<file path="config.mk">
export PLATFORM = sky130hd
export DESIGN_NAME = hfrv_mem_arbiter
export DESIGN_NICKNAME = d
export VERILOG_FILES = /design/src/rtl/hfrv_mem_arbiter.sv
export SDC_FILE = /design/constraint.sdc
export NUM_CORES = 1
export LEC_CHECK = 0
export BUFFER_PORTS_ARGS = -buffer_cell sky130_fd_sc_hd__buf_2
export CAP_MARGIN = 15
export CORE_AREA = 2 2 122 124
export DETAILED_ROUTE_END_ITERATION = 8
export DIE_AREA = 0 0 124 126
export PLACE_DENSITY_LB_ADDON = 0.1
export SLEW_MARGIN = 20
export SYNTH_ARGS = -nofsm -noshare
export SYNTH_HDL_FRONTEND = slang
export SYNTH_SLANG_ARGS = --single-unit
</file>
<file path="constraint.sdc">
create_clock -name clk -period 7.2 [get_ports clk]
set_input_delay 1.08 -clock clk [delete_from_list [all_inputs] [get_ports clk]]
set_output_delay 1.08 -clock clk [all_outputs]
set_load 0.02 [all_outputs]
</file>
<file path="src/rtl/hfrv_mem_arbiter.sv">
// hfrv_mem_arbiter: two-master arbiter/sequencer for a single-port SRAM.
// Serializes one transaction at a time, alternates round-robin under contention,
// honours a bounded ownership lock for read-modify-write, and sequences the SRAM
// strobe and fixed-latency read capture.
module hfrv_mem_arbiter #(
   parameter int ADDR_W   = 32,
   parameter int DATA_W   = 32,
   parameter int RD_LAT   = 1,
   parameter int LOCK_MAX = 4
) (
   input  logic                  clk,
   input  logic                  reset,
   input  logic                  m0_req,
   input  logic [ADDR_W-1:0]     m0_addr,
   input  logic [DATA_W/8-1:0]   m0_wstrb,
   input  logic [DATA_W-1:0]     m0_wdata,
   input  logic                  m0_lock,
   output logic                  m0_ack,
   output logic [DATA_W-1:0]     m0_rdata,
   input  logic                  m1_req,
   input  logic [ADDR_W-1:0]     m1_addr,
   input  logic [DATA_W/8-1:0]   m1_wstrb,
   input  logic [DATA_W-1:0]     m1_wdata,
   input  logic                  m1_lock,
   output logic                  m1_ack,
   output logic [DATA_W-1:0]     m1_rdata,
   output logic                  mem_en,
   output logic [ADDR_W-1:0]     mem_addr,
   output logic [DATA_W/8-1:0]   mem_wstrb,
   output logic [DATA_W-1:0]     mem_wdata,
   input  logic [DATA_W-1:0]     mem_rdata,
   output logic                  owner,
   output logic                  busy
);
   localparam int STRB_W = DATA_W / 8;
   localparam int CNT_W  = (RD_LAT > 1) ? $clog2(RD_LAT) : 1;
   localparam int LCNT_W = $clog2(LOCK_MAX + 1);
   localparam logic [CNT_W-1:0]  CNT_LOAD = CNT_W'(RD_LAT - 1);
   localparam logic [LCNT_W-1:0] LOCK_LIM = LCNT_W'(LOCK_MAX);

   typedef enum logic [1:0] {S_IDLE, S_ACCESS, S_WAIT, S_DONE} state_t;

   state_t              state;
   state_t              state_next;
   logic [CNT_W-1:0]    cnt;
   logic                last_grant;
   logic                lock_hold;   // lock flag of the most recently granted command
   logic [LCNT_W-1:0]   lock_cnt;
   logic                grant;
   logic                winner;
   logic                contested;
   logic                lock_win;
   logic                sel_lock;
   logic [ADDR_W-1:0]   sel_addr;
   logic [STRB_W-1:0]   sel_wstrb;
   logic [DATA_W-1:0]   sel_wdata;

   // State register
   always_ff @(posedge clk or posedge reset) begin
      if (reset) state <= S_IDLE;
      else       state <= state_next;
   end

   // Next-state and arbitration decision; requests only matter in IDLE
   always_comb begin
      state_next = state;
      grant      = 1'b0;
      contested  = m0_req & m1_req;
      // The previous owner keeps the port while its lock budget lasts
      lock_win   = lock_hold & (lock_cnt < LOCK_LIM);
      winner     = m1_req & ~m0_req;
      if (contested) winner = lock_win ? last_grant : ~last_grant;
      sel_addr   = winner ? m1_addr  : m0_addr;
      sel_wstrb  = winner ? m1_wstrb : m0_wstrb;
      sel_wdata  = winner ? m1_wdata : m0_wdata;
      sel_lock   = winner ? m1_lock  : m0_lock;
      case (state)
         S_IDLE: begin
            if (m0_req | m1_req) begin
               grant      = 1'b1;
               state_next = S_ACCESS;
            end
         end
         S_ACCESS: state_next = (mem_wstrb != '0) ? S_DONE : S_WAIT;
         S_WAIT:   if (cnt == '0) state_next = S_DONE;
         S_DONE:   state_next = S_IDLE;
         default:  state_next = S_IDLE;
      endcase
   end

   // Command capture, ownership and lock bookkeeping on each grant
   always_ff @(posedge clk or posedge reset) begin
      if (reset) begin
         owner      <= 1'b0;
         last_grant <= 1'b1;
         lock_hold  <= 1'b0;
         lock_cnt   <= '0;
         mem_addr   <= '0;
         mem_wstrb  <= '0;
         mem_wdata  <= '0;
      end else if (grant) begin
         owner      <= winner;
         last_grant <= winner;
         lock_hold  <= sel_lock;
         mem_addr   <= sel_addr;
         mem_wstrb  <= sel_wstrb;
         mem_wdata  <= sel_wdata;
         // Budget resets when ownership moves or the holder releases its lock
         if ((winner != last_grant) || !sel_lock) lock_cnt <= '0;
         else if (contested && lock_win)          lock_cnt <= lock_cnt + LCNT_W'(1);
      end
   end

   // Read latency counter: loaded on the strobe cycle, counts down while waiting
   always_ff @(posedge clk or posedge reset) begin
      if (reset)                                cnt <= '0;
      else if (state == S_ACCESS)               cnt <= CNT_LOAD;
      else if (state == S_WAIT && cnt != '0)    cnt <= cnt - CNT_W'(1);
   end

   // Read data capture into the owning master's holding register
   always_ff @(posedge clk or posedge reset) begin
      if (reset) begin
         m0_rdata <= '0;
         m1_rdata <= '0;
      end else if (state == S_WAIT && cnt == '0) begin
         if (owner) m1_rdata <= mem_rdata;
         else       m0_rdata <= mem_rdata;
      end
   end

   assign mem_en = (state == S_ACCESS);
   assign m0_ack = (state == S_DONE) & ~owner;
   assign m1_ack = (state == S_DONE) &  owner;
   assign busy   = (state != S_IDLE);

   // A pending command must stay asserted and unchanged until its ack
   a_m0_hold: assert property (@(posedge clk) disable iff (reset)
      (m0_req && !m0_ack) |=> (m0_req && $stable({m0_addr, m0_wstrb, m0_wdata, m0_lock})));
   a_m1_hold: assert property (@(posedge clk) disable iff (reset)
      (m1_req && !m1_ack) |=> (m1_req && $stable({m1_addr, m1_wstrb, m1_wdata, m1_lock})));

endmodule

</file>
==> run summary <==
Post_cts resized: 0
# hold bufs at CTS: 0
H-tree lvl count: 4
Status: finished, final reports clean
Bufs and invs on worst path: 3
Synth-to-layout area growth: 35.3%
Fillers: 1241
Synth Cell Area: 0.00614 mm^2
Syn avg cell area: 12.5 um^2
Final setup fails: 0
I/O Pins: 311
Initial Util: 0.429
CP most frequent cell: inv_1
Commonest cells after routing, fill and taps aside: buf_2 (310), dfrtp_1 (140), nor2_1 (71), a21oi_1 (70), mux2i_1 (69)
Top post-synthesis cells by area: dfrtp_1 (57%), mux2_2 (12%), mux2i_1 (11%), a21oi_1 (5.7%), nor2_1 (4.4%)
Peak fanout along the critical path: 7
Crit-path leading delay family: buffers and inverters
Setup TNS: 0 ns
Peak VDD IR: 183 uV
WL per Instance: 15.7 um
Number of flops mapped to enable cells by yosys: 0
Syn Nets: 668
Fin crit share: 0.374
Dpl cell area: 0.00772 mm^2
PortBufs: 310
Fin crit period: 2.69 ns
All-Layer GR Usage: 0.198
Crit start category: register
Synth unique cells: 31
Post-route ant nets: 0
WP data arrival: 1.61 ns
Die area: 0.0156 mm^2
ANT cells: 0
Synth warnings: 0
Synth top area share: 0.571
Most common cell after layout, fill and taps aside: buf_2
First-pass GRT wire length: 23600 um
GPL Wtd Cong: 0.764
Nets: 974
Setup Fix Bufs, Post-CTS: 0
TritonCTS sink count: 141
Vias: 4871
CTS buffer count: 17
Cells after synthesis: 489
Worst min-delay path class: reg2reg
Die Wd: 124 um
Flops & latches, synth: 141
Post-synth ARST share: 1.00
Final instance area: 0.00830 mm^2
Worst-Margin Slew: 0.833 ns
CTS tree: done
Aggregate global routing overflow: 0
Core footprint: 0.0143 mm^2
Final WL: 15600 um
Die H: 126 um
Top achievable clock speed: 0.372 GHz
Pwr Density: 495 mW/mm^2
Vias in the first global route: 4822
Clock Skew: 0.00696 ns
Slew Viols, Final: 0
Final Hold Fails: 0
Pre-antenna DRT Iters: 6
Iter 0 DRT Violations: 203
Required time worst endpoint: 6.12 ns
Slew Limit Headroom: 0.445
Critical path type: reg2out
Unrepaired setup endpoints after global routing: no
Clock latency on the worst-skew pair: 0.41 ns
Residual DRC count: 0
Largest net degree at the start of global routing: 89
CP Capture Type: output pin
Worst-path clk slew: 0.06 ns
Slowest cell delay on critical path: 0.41 ns
Antenna violations before repair: 0
Max-cap violations: 0
Detail Placement HPWL: 11400 um
Total Power: 4.10 mW
Share of cells above drive strength 1: 0.513
Synth area leader: dfrtp_1
Crit path cell chain: inv_1 > ha_1 > inv_1 > buf_2
Rows: 44
Root Driver: clkbuf_16
Sequential area share after synthesis: 0.575
Max Buffers Root-to-Sink: 2
Lkg Pwr: 4.21 nW
Vias per cell: 4.92
Synth Flop Type: dfrtp_1
Slowest CP cell: dfrtp_1
## synthesized netlist by cell type (all sizes together), types with 2 or more instances
| cell | n |
|---|---|
| dfrtp | 140 |
| nor2b | 2 |
| nand2 | 8 |
| clkbuf | 11 |
| mux2i | 69 |
| o41ai | 4 |
| nand2b | 2 |
| ha | 5 |
| nor2 | 72 |
| mux2 | 65 |
| buf | 18 |
| nor3b | 2 |
| o21ai | 7 |
| a21oi | 70 |
| inv | 4 |
## sequential cells by signal (all words and copies together) (netlist names)
| register | flops |
|---|---|
| m1_rdata | 32 |
| mem_wstrb | 4 |
| cnt | 1 |
| owner | 1 |
| mem_wdata | 32 |
| lock_cnt | 3 |
| lock_hold | 1 |
| state | 2 |
| mem_addr | 32 |
| last_grant | 1 |
| m0_rdata | 32 |
## metal layers
metal  global-route usage  vias to the layer above  share of wire  wire [um]
met3               0.0648                       30          0.082       1280
met5                    0                        -              0          0
li1                     -                     2335              -          -
met1                0.217                     2304           0.38       5900
met2                0.348                      202           0.52       8060
met4               0.0859                        0          0.023        358
## kinds of logic after synthesis
kind of cell,Yosys count,synth area share
flops,141,0.575
mux,134,0.232
simple gates,90,0.0616
compound gates,86,0.0752
buf+inv,33,0.0459
fa+ha+maj,5,0.0102
## where the power goes
part / internal (mW) / switching [mW]
combinational: 0.738 / 1.13
sequential: 1.19 / 0.206
clock: 0.508 / 0.325
total: 2.44 / 1.66
## final cells by class
class	instances	area (um^2)	share of cell area
timing repair buffer	316	1610	0.194
sequential	141	3530	0.425
multi-input combinational	315	2350	0.283
clock inverter	10	119	0.0143
inverter	4	20.0	0.00241
clock buffer	21	440	0.0531
tap	184	230	0.0277
## worst register-to-register path: cells and delay by family, from the launching register on
kind                     cells  cell delay, ns
AO/OA/AOI/OAI                1            0.17
adder cells (fa/ha/maj)      1            0.19
AND/OR/NAND/NOR              2            0.53
buffers and inverters        4            1.15
flip-flops                   1            0.41
## metrics by stage
stage	worst slack (ns)	hold slack (ns)	utilization	instances
2_1_floorplan	2.34	0.476	-	489
3_3_place_gp	3.99	0.482	0.539	959
3_5_place_dp	3.87	0.489	0.539	959
4_1_cts	4.27	0.503	0.578	990
5_1_grt	4.41	0.511	0.580	991
6_report	4.51	0.497	0.580	991
## worst paths after layout
kind / cells past startpoint / endpoint / start / slack (ns)
setup reg to reg: 8 / mem_addr[0] / state[1] / 4.68
hold / removal: 1 / m0_rdata[10] / m0_rdata[10] / 0.50
setup / recovery: 4 / busy / state[0] / 4.51
max in group asynchronous: 3 / cnt / reset / 5.20
hold reg to reg: 1 / m0_rdata[10] / m0_rdata[10] / 0.50
min in group asynchronous: 2 / mem_wdata[26] / reset / 0.79
No activity file was read; power rests on OpenSTA's default activity.
